[src/rtl/load_align_unit_if.sv]
// Signal bundle between the load align unit and its environment.
// The environment is the pipeline plus data memory. It drives the master side, and the unit is the slave.
interface load_align_unit_if;
   logic        ld_valid;
   logic        ld_ready;
   logic [31:0] ld_addr;
   logic [1:0]  ld_size;
   logic        ld_unsigned;

   logic        mem_req;
   logic [31:0] mem_addr;
   logic        mem_gnt;
   logic        mem_rvalid;
   logic [31:0] mem_rdata;

   logic        wb_valid;
   logic [31:0] wb_data;
   logic        misalign;
   logic        err;
   logic        busy;

   modport master (
      output ld_valid, ld_addr, ld_size, ld_unsigned,
      output mem_gnt, mem_rvalid, mem_rdata,
      input  ld_ready, mem_req, mem_addr,
      input  wb_valid, wb_data, misalign, err, busy
   );

   modport slave (
      input  ld_valid, ld_addr, ld_size, ld_unsigned,
      input  mem_gnt, mem_rvalid, mem_rdata,
      output ld_ready, mem_req, mem_addr,
      output wb_valid, wb_data, misalign, err, busy
   );
endinterface

[src/rtl/load_align_unit.sv]
// MEM-stage load front end. It issues one word-aligned read at a time and selects the
// addressed byte or halfword lane. It then sign- or zero-extends that lane for writeback.
module load_align_unit #(
   parameter bit          BIG_ENDIAN  = 1'b0,
   parameter int unsigned MEM_TIMEOUT = 255
) (
   input logic              Clk,
   input logic              Rst,
   load_align_unit_if.slave bus
);

   typedef enum logic [1:0] {
      IDLE,
      REQ,
      WAIT_RSP,
      DONE
   } state_e;

   localparam logic [1:0] SZ_BYTE = 2'b00;
   localparam logic [1:0] SZ_HALF = 2'b01;
   localparam logic [1:0] SZ_WORD = 2'b10;
   localparam logic [7:0] TIMEOUT_LAST = 8'(MEM_TIMEOUT - 1);

   state_e      state_q, state_d;
   logic [1:0]  lane_q, lane_d;
   logic [1:0]  size_q, size_d;
   logic        uns_q, uns_d;
   logic [31:0] addr_q, addr_d;
   logic [7:0]  cnt_q, cnt_d;
   logic [31:0] data_q, data_d;
   logic        mis_q, mis_d;
   logic        err_q, err_d;

   logic        req_misaligned;
   logic [31:0] rdata_ext;

   function automatic logic [31:0] align_extend(input logic [31:0] rdata,
                                                input logic [1:0]  lane,
                                                input logic [1:0]  size,
                                                input logic        uns);
      logic [1:0]  byte_sel;
      logic [7:0]  b;
      logic [15:0] h;
      logic [31:0] r;
      // Big-endian lane 3-a is simply the bitwise inverse of a 2-bit lane index.
      byte_sel = BIG_ENDIAN ? ~lane : lane;
      case (byte_sel)
         2'd0:    b = rdata[7:0];
         2'd1:    b = rdata[15:8];
         2'd2:    b = rdata[23:16];
         default: b = rdata[31:24];
      endcase
      h = (lane[1] ^ BIG_ENDIAN) ? rdata[31:16] : rdata[15:0];
      case (size)
         SZ_BYTE: r = {{24{b[7] & ~uns}}, b};
         SZ_HALF: r = {{16{h[15] & ~uns}}, h};
         default: r = rdata;
      endcase
      return r;
   endfunction

   assign req_misaligned = (bus.ld_size == 2'b11)
                         | ((bus.ld_size == SZ_HALF) & bus.ld_addr[0])
                         | ((bus.ld_size == SZ_WORD) & (bus.ld_addr[1:0] != 2'b00));

   assign rdata_ext = align_extend(bus.mem_rdata, lane_q, size_q, uns_q);

   // NOTE: every state register updates with <= so all flops see the pre-edge values of each other.
   always_ff @(posedge Clk) begin
      if (Rst) begin
         state_q <= IDLE;
         lane_q  <= 2'b00;
         size_q  <= 2'b00;
         uns_q   <= 1'b0;
         addr_q  <= '0;
         cnt_q   <= '0;
         data_q  <= '0;
         mis_q   <= 1'b0;
         err_q   <= 1'b0;
      end else begin
         state_q <= state_d;
         lane_q  <= lane_d;
         size_q  <= size_d;
         uns_q   <= uns_d;
         addr_q  <= addr_d;
         cnt_q   <= cnt_d;
         data_q  <= data_d;
         mis_q   <= mis_d;
         err_q   <= err_d;
      end
   end

   // NOTE: every next-state signal is given a hold default first so no path can infer a latch.
   always_comb begin
      state_d = state_q;
      lane_d  = lane_q;
      size_d  = size_q;
      uns_d   = uns_q;
      addr_d  = addr_q;
      cnt_d   = cnt_q;
      data_d  = data_q;
      mis_d   = mis_q;
      err_d   = err_q;

      case (state_q)
         IDLE: begin
            if (bus.ld_valid) begin
               lane_d = bus.ld_addr[1:0];
               size_d = bus.ld_size;
               uns_d  = bus.ld_unsigned;
               if (req_misaligned) begin
                  state_d = DONE;
                  mis_d   = 1'b1;
                  data_d  = '0;
               end else begin
                  state_d = REQ;
                  addr_d  = {bus.ld_addr[31:2], 2'b00};
               end
            end
         end
         REQ: begin
            if (bus.mem_gnt) begin
               cnt_d = '0;
               if (bus.mem_rvalid) begin
                  data_d  = rdata_ext;
                  state_d = DONE;
               end else begin
                  state_d = WAIT_RSP;
               end
            end
         end
         WAIT_RSP: begin
            // A response landing on the final wait cycle beats the timeout.
            if (bus.mem_rvalid) begin
               data_d  = rdata_ext;
               state_d = DONE;
            end else if (cnt_q == TIMEOUT_LAST) begin
               err_d   = 1'b1;
               data_d  = '0;
               state_d = DONE;
            end else begin
               cnt_d = cnt_q + 8'd1;
            end
         end
         DONE: begin
            state_d = IDLE;
            cnt_d   = '0;
            data_d  = '0;
            mis_d   = 1'b0;
            err_d   = 1'b0;
         end
         default: state_d = IDLE;
      endcase
   end

   assign bus.ld_ready = (state_q == IDLE);
   assign bus.busy     = (state_q != IDLE);
   assign bus.mem_req  = (state_q == REQ);
   assign bus.mem_addr = addr_q;
   assign bus.wb_valid = (state_q == DONE);
   assign bus.wb_data  = data_q;
   assign bus.misalign = mis_q;
   assign bus.err      = err_q;

endmodule

[src/flat_wrapper.sv]
// flat-port wrapper written by rule: the top's interface ports become plain ports
module load_align_unit_flat 
#(
   parameter bit          BIG_ENDIAN  = 1'b0,
   parameter int unsigned MEM_TIMEOUT = 255
)
  (Clk, Rst, bus_ld_valid, bus_ld_addr, bus_ld_size, bus_ld_unsigned, bus_mem_gnt, bus_mem_rvalid, bus_mem_rdata, bus_ld_ready, bus_mem_req, bus_mem_addr, bus_wb_valid, bus_wb_data, bus_misalign, bus_err, bus_busy);
  load_align_unit_if bus_i ();
  input logic Clk;
  input logic Rst;
  input wire logic [$bits(bus_i.ld_valid)-1:0] bus_ld_valid;
  input wire logic [$bits(bus_i.ld_addr)-1:0] bus_ld_addr;
  input wire logic [$bits(bus_i.ld_size)-1:0] bus_ld_size;
  input wire logic [$bits(bus_i.ld_unsigned)-1:0] bus_ld_unsigned;
  input wire logic [$bits(bus_i.mem_gnt)-1:0] bus_mem_gnt;
  input wire logic [$bits(bus_i.mem_rvalid)-1:0] bus_mem_rvalid;
  input wire logic [$bits(bus_i.mem_rdata)-1:0] bus_mem_rdata;
  output wire logic [$bits(bus_i.ld_ready)-1:0] bus_ld_ready;
  output wire logic [$bits(bus_i.mem_req)-1:0] bus_mem_req;
  output wire logic [$bits(bus_i.mem_addr)-1:0] bus_mem_addr;
  output wire logic [$bits(bus_i.wb_valid)-1:0] bus_wb_valid;
  output wire logic [$bits(bus_i.wb_data)-1:0] bus_wb_data;
  output wire logic [$bits(bus_i.misalign)-1:0] bus_misalign;
  output wire logic [$bits(bus_i.err)-1:0] bus_err;
  output wire logic [$bits(bus_i.busy)-1:0] bus_busy;
  assign bus_i.ld_valid = bus_ld_valid;
  assign bus_i.ld_addr = bus_ld_addr;
  assign bus_i.ld_size = bus_ld_size;
  assign bus_i.ld_unsigned = bus_ld_unsigned;
  assign bus_i.mem_gnt = bus_mem_gnt;
  assign bus_i.mem_rvalid = bus_mem_rvalid;
  assign bus_i.mem_rdata = bus_mem_rdata;
  assign bus_ld_ready = bus_i.ld_ready;
  assign bus_mem_req = bus_i.mem_req;
  assign bus_mem_addr = bus_i.mem_addr;
  assign bus_wb_valid = bus_i.wb_valid;
  assign bus_wb_data = bus_i.wb_data;
  assign bus_misalign = bus_i.misalign;
  assign bus_err = bus_i.err;
  assign bus_busy = bus_i.busy;
  load_align_unit #(.BIG_ENDIAN(BIG_ENDIAN), .MEM_TIMEOUT(MEM_TIMEOUT)) u_core (.Clk(Clk), .Rst(Rst), .bus(bus_i));
endmodule
[config.mk]
export PLATFORM = sky130hd
export DESIGN_NAME = load_align_unit_flat
export DESIGN_NICKNAME = d
export VERILOG_FILES = /design/src/rtl/load_align_unit_if.sv /design/src/rtl/load_align_unit.sv /design/src/flat_wrapper.sv
export SDC_FILE = /design/constraint.sdc
export NUM_CORES = 1
export LEC_CHECK = 0
export ABC_AREA = 0
export CORE_MARGIN = 1.5
export CORE_UTILIZATION = 43
export CTS_BUF_LIST = sky130_fd_sc_hd__clkbuf_8
export CTS_CLUSTER_DIAMETER = 50
export DETAILED_ROUTE_END_ITERATION = 8
export HOLD_SLACK_MARGIN = 0.08
export PLACE_DENSITY = 0.83
export SLEW_MARGIN = 20
export SYNTH_ARGS = -nofsm -noshare
export SYNTH_HDL_FRONTEND = slang
export SYNTH_SLANG_ARGS = --single-unit
export TNS_END_PERCENT = 20
[constraint.sdc]
create_clock -name Clk -period 1.8 [get_ports Clk]
set_input_delay 0.27 -clock Clk [delete_from_list [all_inputs] [get_ports Clk]]
set_output_delay 0.27 -clock Clk [all_outputs]
set_load 0.01 [all_outputs]
== Yosys cells after proc, flatten, opt, wreduce, memory -nomap -nowiden ==
Index checks and enable logic that the tools add are counted.
Word-level totals
  register bits: 79
  output and inout port bits: 70
  input port bits: 72
  word-level logic and storage cells: 78
Cells by class
  add/subtract/negate cells: 1
  muxes and demuxes: 27
  bitwise operators: 8
  reduce and logical (&&, ||, !) cells: 15
  eq/ne operators: 18
Operators by type and width (count)
  32-bit 2-to-1 mux: 6
  32-bit case mux with 4 select lines: 1
  32-bit case mux with 2 select lines: 1
  8-bit case mux with 3 select lines: 2
  8-bit 2-to-1 mux: 3
  16-bit 2-to-1 mux: 1
  3-bit AND reduction: 4
  2-bit == test (second input constant): 5
  2-bit 2-to-1 mux: 5
  2-bit inequality test (second input constant): 5
  8-bit by 1-bit adder with 8-bit output (second input constant): 1
  2-bit by 1-bit == test with 1-bit output (second input constant): 4
  8-bit == test (second input constant): 1
  2-bit case mux with 4 select lines: 1
  2-bit nonzero test: 4
  2-bit zero test: 3
  1-bit 2-to-1 mux: 5
  5-bit AND reduction: 1
  1-bit AND: 4
  2-bit by 1-bit inequality test with 1-bit output (second input constant): 2
  1-bit case mux with 2 select lines: 2
  4-bit AND reduction: 1
  3-bit by 2-bit inequality test with 1-bit output (second input constant): 1
  3-bit nonzero test: 1
  3 further kinds: 5

== Logic depth before layout (Yosys ltp) ==
Gate-level depths: netlist (run 1).
  word-level depth: 7
  mapped depth: 8
  mapped depth without buffers: 6

== Worst setup path before layout (run 1) ==
OpenSTA, ideal clock, no wires.
  path kind: register to register
  from: register u_core.state_q[0]
  to: register u_core.data_q[0], in the netlist u_core.bus.wb_data[0]
  period minus slack after synthesis: 1.877 ns
  data required time: 1.728 ns
  cell stages (with the launch flop): 9
  buffers on the path: 2
  setup slack: -0.077 ns
  arrival time: 1.805 ns
  cell sequence: dfxtp_1 inv_1 ha_1 clkinv_1 o21a_1 nand4_1 buf_4 buf_6 mux2i_1
On the way
  longest elaborated chain between the ends: 3
  elaborated cells on any way between the ends: 11
RTL lines
  start, declared: line load_align_unit.sv:24  | state_e state_q, state_d;
  start signal, assigned: line load_align_unit.sv:81  | state_q <= state_d;
  2-bit zero test *
  named net bus_ld_ready: line flat_wrapper.sv:18  | output wire logic [$bits(bus_i.ld_ready)-1:0] bus_ld_ready;
  2-bit by 1-bit inequality test with 1-bit output (no source line) or 2-bit inequality test (tied branches)
  5-bit AND reduction (no source line)
  end signal, assigned: line load_align_unit.sv:87  | data_q <= data_d;
  end, declared: line load_align_unit.sv:30  | logic [31:0] data_q, data_d;
The timed path passes the listed nets; every way through them passes the cells marked *.
A chain may end at the register's enable or synchronous reset.

== Final worst setup path (run 1) ==
  from: register u_core.cnt_q[1]
  to: register u_core.data_q[14], in the netlist u_core.bus.wb_data[14]
On the way
  longest elaborated chain between the ends: 3
RTL lines
  start, declared: line load_align_unit.sv:29  | logic [7:0] cnt_q, cnt_d;
  start signal, assigned: line load_align_unit.sv:86  | cnt_q <= cnt_d;
  8-bit == test: line load_align_unit.sv:137  | end else if (cnt_q == TIMEOUT_LAST) begin
  3-bit by 2-bit inequality test with 1-bit output (no source line)
  5-bit AND reduction (no source line)
No other way between the ends.

==> impl_metrics.json, run 1 <==
{
  "status": "finished with violations",
  "violations": "setup timing",
  "p_clk_frac": 0.193,
  "design.die.area_um2": 10300,
  "crit_type": "reg -> reg",
  "wl_per_cell_um": 15.6,
  "async_flop_share": 0,
  "rsz0062_at_grt": "yes",
  "min_period_over_period": 1.02,
  "final_cell_mix": "nand2_1, clkdlybuf4s50_1, dfxtp_1",
  "drc": 0,
  "synth_edf_count": 0,
  "cts.path.max_buffers": 2,
  "ys.flop_type": "dfxtp_1",
  "ant_nets": 0,
  "finalNetCount": 781,
  "worstPathArrival_ps": 2080,
  "clk_pin_slew_ps": 90,
  "final_common_cell": "nand2_1",
  "p_switching_w": 0.00254,
  "portBuffers": 139,
  "critPathCaptureType": "flop",
  "avgSynthCellArea_um2": 7.75,
  "cts_tree": "yes",
  "coreArea_um2": 9330,
  "area_delta_synth_final_pct": 51.0,
  "die_w_um": 101,
  "antennaDiodeCount": 0,
  "vias_per_cell": 5.44,
  "ff2ff_path_depth": 8,
  "fin_tns_setup_ps": -303,
  "grt_pass1_wl_um": 20500,
  "overflow": 0,
  "numCtsBuffers": 9,
  "yosysTopAreaCell": "dfxtp_1",
  "cp-startpoint": "u_core.cnt_q[1]",
  "p_leak_nw": 2.38,
  "yosysSeqAreaShare": 0.379,
  "ioPinCount": 142,
  "worstHoldStart": "bus_ld_addr[4]",
  "ys_types": 54,
  "synth_area_um2": 4170,
  "r2r_slack_ps": -30,
  "max-cap-violations": 0,
  "grt_pass1_vias": 4384,
  "worstPathMaxFanout": 14,
  "worstReg2RegStart": "u_core.cnt_q[1]",
  "grt_start_max_net_pins": 31,
  "vias": 4548,
  "multi_input_area_um2": 2400,
  "report.final.hold_viol_count": 0,
  "clk_latency_ps": 360,
  "whs_ps": 449,
  "rows": 35,
  "finalPower_w": 0.00682,
  "synth_cells": 538,
  "synthTopCellsByArea": "dfxtp_1, nand2_1, mux2i_1",
  "finalWirelength_um": 13000,
  "drt_iter0_drc": 173,
  "start_util": 0.447,
  "dp_slack_ps": -226,
  "cts_root_buffer": "clkbuf_8",
  "ctsHtreeMaxLevel": 3,
  "ir_drop_v": 0.000702,
  "maxSlewViolCount": 0,
  "fin_crit_ps": 1830,
  "max_freq_mhz": 545,
  "antenna_found_initial": 0,
  "fin_ws_ps": -34.2,
  "seq_area_um2": 1590,
  "clock_sinks": 79,
  "setup.worst_path.start_class": "flop",
  "setup_viol": 14,
  "hold_path.class": "in -> reg",
  "yosysWarnings": 0,
  "track_usage": 0.252,
  "sequentialPowerShare": 0.311,
  "p_sw_frac": 0.372,
  "layout-drive-gt1-share": 0.133,
  "drt_first_pass_iters": 5,
  "whs_path_depth": 3,
  "fillers": 759,
  "skew_ps": 8.65,
  "pwr-share-comb": 0.496,
  "required_ps": 2040,
  "holdBufCountCts": 0,
  "internal-power_w": 0.00428,
  "die_h_um": 101,
  "power.density_nw_per_um2": 1080,
  "detailedPlacementHpwl_um": 9580,
  "synth_seq_cells": 79,
  "place_congestion": 0.902,
  "synth_top_area_share": 0.379
}
==> cell usage after synthesis (all sizes together) (4+ instances only) <==
| library cell | number |
|---|---|
| a211oi | 5 |
| nor2b | 4 |
| a22oi | 8 |
| dfxtp | 79 |
| nor2 | 14 |
| o21ai | 8 |
| nand3 | 28 |
| nand2 | 152 |
| a211o | 5 |
| ha | 6 |
| and3b | 4 |
| buf | 15 |
| inv | 18 |
| o211ai | 5 |
| nand2b | 10 |
| mux2i | 40 |
| a21oi | 50 |
| o221ai | 7 |
| nor3 | 6 |
| or4 | 4 |
| clkbuf | 24 |
| or3 | 4 |
| o31ai | 6 |
==> final timing paths <==
check                                               end
worst max-delay path             u_core.bus.wb_data[14]
worst min-delay path             u_core.bus.mem_addr[4]
worst max register to register   u_core.bus.wb_data[14]
worst min register to register  u_core.bus.mem_addr[30]
==> repair_timing <==
item,in CTS,in global routing
setup endpoints to repair,13,48
resized for setup,9,17
buffers inserted,0,2
pin swaps,1,0
cloned,0,2
==> registers in the layout, indices dropped and copies added, names as in the netlist <==
name / count
u_core.cnt_q: 8
u_core.state_q: 2
u_core.bus.err: 1
u_core.lane_q: 2
u_core.uns_q: 1
u_core.bus.mem_addr: 30
u_core.bus.misalign: 1
u_core.size_q: 2
u_core.bus.wb_data: 32
==> critical path: stages, from the launching register on <==
cell and delay, ps:
dfxtp_4 380, ha_1 160, nand3_2 120, buf_4 170, o21bai_4 140, nand4_1 230, buf_6 210, clkbuf_16 180
mux2i_1 130
==> per-stage QoR <==
stage | cells | cell area [µm²] | util
final | 836 | 6290 | 0.675
after global routing | 836 | 6290 | 0.675
after CTS | 832 | 6170 | 0.662
after detailed placement | 817 | 5970 | 0.640
after global placement | 817 | 5970 | 0.640
after floorplan | 539 | 4180 | -
==> area by class of cell <==
type | instances | share of cell area
inverter | 19 | 0.0121
clock buffer | 9 | 0.0197
multi-input combinational | 402 | 0.382
clock inverter | 6 | 0.00994
timing repair buffer | 192 | 0.298
sequential | 79 | 0.253
tap | 129 | 0.0256
==> metal layers <==
layer	up-vias	track usage	part of all wire
met4	0	0.0994	0.026
met5	-	0	0
met1	2103	0.292	0.40
met2	229	0.438	0.48
met3	30	0.0738	0.094
li1	2186	-	-
==> kinds of logic (layout without fill, tap and decap cells) <==
kind of cell / Yosys count / after routing / share of synthesized area
other: 1 / 2 / 0.000900
multiplexers: 40 / 40 / 0.0961
AND/OR/NAND/NOR: 240 / 240 / 0.261
buffers and inverters: 58 / 226 / 0.0612
adder cells (fa/ha/maj): 6 / 6 / 0.0180
AO/OA/AOI/OAI: 114 / 114 / 0.184
flip-flops: 79 / 79 / 0.379
==> power by group through the flow <==
stage                     Clock [W]  Combinational [W]  Sequential (W)
after floorplan                   0            0.00170         0.00216
after global placement            0            0.00293         0.00212
after detailed placement          0            0.00301         0.00213
after CTS                   0.00133            0.00304         0.00210
after global routing        0.00140            0.00364         0.00215
final                       0.00132            0.00338         0.00212
Note: power is estimated with default switching activity, not from simulation.
==> inputs of run 2 (changes only) <==
CTS_CLUSTER_DIAMETER = 100   (was 50)
==> results of run 2 <==
Final layout, timing and power as in run 1 (identical DEF).
==> inputs of run 3 (changes only) <==
ABC_AREA = 1   (was 0)
CORE_UTILIZATION = 42   (was 43)
==> impl_metrics.json, run 3 <==
{
  "status": "complete, no violations",
  "worstPathMaxFanout": 6,
  "ys.flop_type": "dfxtp_1",
  "ant_nets": 0,
  "power.density_nw_per_um2": 1410,
  "drc": 0,
  "place_congestion": 0.936,
  "async_flop_share": 0,
  "final_cell_mix": "clkdlybuf4s50_1, nor2_1, nand2_1",
  "final_common_cell": "clkdlybuf4s50_1",
  "crit_chain": "inv_1 > ha_4 > buf_4 > nand2_1 > nand2_1 > nor2_8 > buf_12 > nand3_1 > a21oi_2",
  "cp-endpoint": "u_core.bus.wb_data[20]",
  "cpMostUsedCell": "nand2_1",
  "fin_crit_ps": 1710,
  "detailedPlacementHpwl_um": 8790,
  "p_sw_frac": 0.426,
  "dp_slack_ps": -102,
  "drt_iter0_drc": 214,
  "numCtsBuffers": 9,
  "ff2ff_path_depth": 9,
  "placed_area_um2": 5450,
  "clk_pin_slew_ps": 90,
  "synth_edf_count": 0,
  "start_util": 0.428,
  "crit_type": "reg -> reg",
  "overflow": 0,
  "area_delta_synth_final_pct": 48.2,
  "yosysWarnings": 0,
  "grt_pass1_wl_um": 19700,
  "pwr-share-comb": 0.544,
  "portBuffers": 139,
  "synthTopCellsByArea": "dfxtp_1, nor2_1, nand2_1",
  "finalNetCount": 797,
  "track_usage": 0.249,
  "layout-drive-gt1-share": 0.0994,
  "cts_root_buffer": "clkbuf_8",
  "ctsHtreeMaxLevel": 3,
  "rsz0062_at_grt": "yes",
  "cpLargestDelayFamily": "simple AND/OR/NAND/NOR gates",
  "cp.depth": 9,
  "max_freq_mhz": 586,
  "grt_start_max_net_pins": 33,
  "crit_buf_inv": 3,
  "ys_types": 33,
  "largest_reg_flops": 32,
  "p_leak_nw": 2.43,
  "slowest_stage": "dfxtp_2",
  "p_switching_w": 0.00349,
  "critPathCaptureType": "flop",
  "grt_pass1_vias": 4227,
  "maxSlewViolCount": 0,
  "finalWirelength_um": 12400,
  "fin_ws_ps": 93.7,
  "design.die.area_um2": 9910,
  "drt_first_pass_iters": 5,
  "clk_latency_ps": 360,
  "die_w_um": 99.5,
  "yosysTopAreaCell": "dfxtp_1",
  "p_clk_frac": 0.171,
  "sequentialPowerShare": 0.285,
  "worstPathArrival_ps": 2000,
  "avgSynthCellArea_um2": 6.79,
  "worst_path_largest_cell_delay_ps": 350,
  "cp-startpoint": "u_core.state_q[1]",
  "max-cap-violations": 0,
  "antennaDiodeCount": 0,
  "report.final.hold_viol_count": 0,
  "synth_top_area_share": 0.404,
  "antenna_found_initial": 0,
  "wl_per_cell_um": 14.8,
  "whs_ps": 471,
  "fin_tns_setup_ps": 0,
  "min_period_over_period": 0.948,
  "rows": 35,
  "coreArea_um2": 9150,
  "yosysMostFrequentCell": "nor2_1",
  "synth_area_um2": 3920,
  "clock_sinks": 79,
  "skew_ps": 14.3,
  "cts.path.max_buffers": 2,
  "internal-power_w": 0.00471,
  "vias_per_cell": 5.34,
  "ir_drop_v": 0.000772,
  "setup.worst_path.start_class": "flop",
  "cts_tree": "yes",
  "final_area_um2": 5800,
  "ioPinCount": 142,
  "setup_viol": 0,
  "die_h_um": 99.5,
  "fin_util": 0.634,
  "required_ps": 2090,
  "synth_cells": 577,
  "r2r_slack_ps": 90,
  "yosysSeqAreaShare": 0.404,
  "vias": 4459,
  "reg2reg_to": "u_core.bus.wb_data[20]",
  "synth_seq_cells": 79,
  "hold_path.class": "reg -> reg",
  "synth_commonest_cells": "nor2_1, nand2_1, dfxtp_1",
  "worstReg2RegStart": "u_core.state_q[1]"
}
-- run 3: cells by family (layout without fill, tap and decap cells) --
family                   Yosys count  in the layout  synth area share
AO/OA/AOI/OAI                    142            142             0.189
XOR/XNOR                           3              3           0.00671
adder cells (fa/ha/maj)            6              6            0.0192
buffers and inverters             81            227            0.0946
flip-flops                        79             79             0.404
other                              1              2          0.000958
AND/OR/NAND/NOR                  265            265             0.286
-- run 3: timing repair --
action / in CTS / in global routing
endpoints found under the setup margin: 10 / 41
hold buffers: 0 / 0
gates resized for setup: 9 / 17
buffers inserted: 0 / 4
gates cloned: 0 / 2
pin swaps: 0 / 4
-- run 3: tightest hold or removal path, cell delays in order (launching register included) --
cell     delay, ps
dfxtp_1        320
nand2_1         60
a21oi_1         50
-- run 3: per-layer routing --
layer  part of all wire  vias to the layer above  global-route usage
met2               0.49                      235               0.429
li1                   -                     2142                   -
met3              0.099                       29              0.0787
met4              0.023                        0              0.0888
met5                  0                        -                   0
met1               0.39                     2053               0.291
-- run 3: how the worst min path moves through the flow --
| stage | startpoint | to | slack, ps | cells after the start |
|---|---|---|---|---|
| 3_5_place_dp | u_core.bus.err | u_core.bus.err | 460 | 2 |
| 3_3_place_gp | u_core.bus.err | u_core.bus.err | 450 | 2 |
| 5_1_grt | u_core.bus.wb_data[22] | u_core.bus.wb_data[22] | 500 | 2 |
| 6_report | u_core.bus.wb_data[22] | u_core.bus.wb_data[22] | 470 | 2 |
| 4_1_cts | u_core.bus.wb_data[22] | u_core.bus.wb_data[22] | 470 | 2 |
| 2_1_floorplan | bus_ld_addr[10] | u_core.bus.mem_addr[10] | 440 | 2 |
-- run 3: final cells by class --
| class | instances | area, µm² |
|---|---|---|
| Sequential cell | 79 | 1590 |
| Clock inverter | 7 | 80.1 |
| Clock buffer | 9 | 124 |
| Fill cell | 794 | 3350 |
| Tap cell | 111 | 139 |
| Multi-Input combinational cell | 418 | 2020 |
| Timing Repair Buffer | 164 | 1660 |
| Inverter | 47 | 188 |
-- run 3: power groups by stage --
stage	sequential (W)	clock (W)	combinational, W
2_1_floorplan	0.00246	0	0.00237
3_3_place_gp	0.00234	0	0.00389
3_5_place_dp	0.00236	0	0.00400
4_1_cts	0.00232	0.00142	0.00406
5_1_grt	0.00237	0.00150	0.00485
6_report	0.00233	0.00140	0.00446
-- run 3: metrics by stage --
step	power (W)	cells
6_report	0.00820	835
5_1_grt	0.00872	835
4_1_cts	0.00780	829
3_5_place_dp	0.00636	813
3_3_place_gp	0.00623	813
2_1_floorplan	0.00483	578
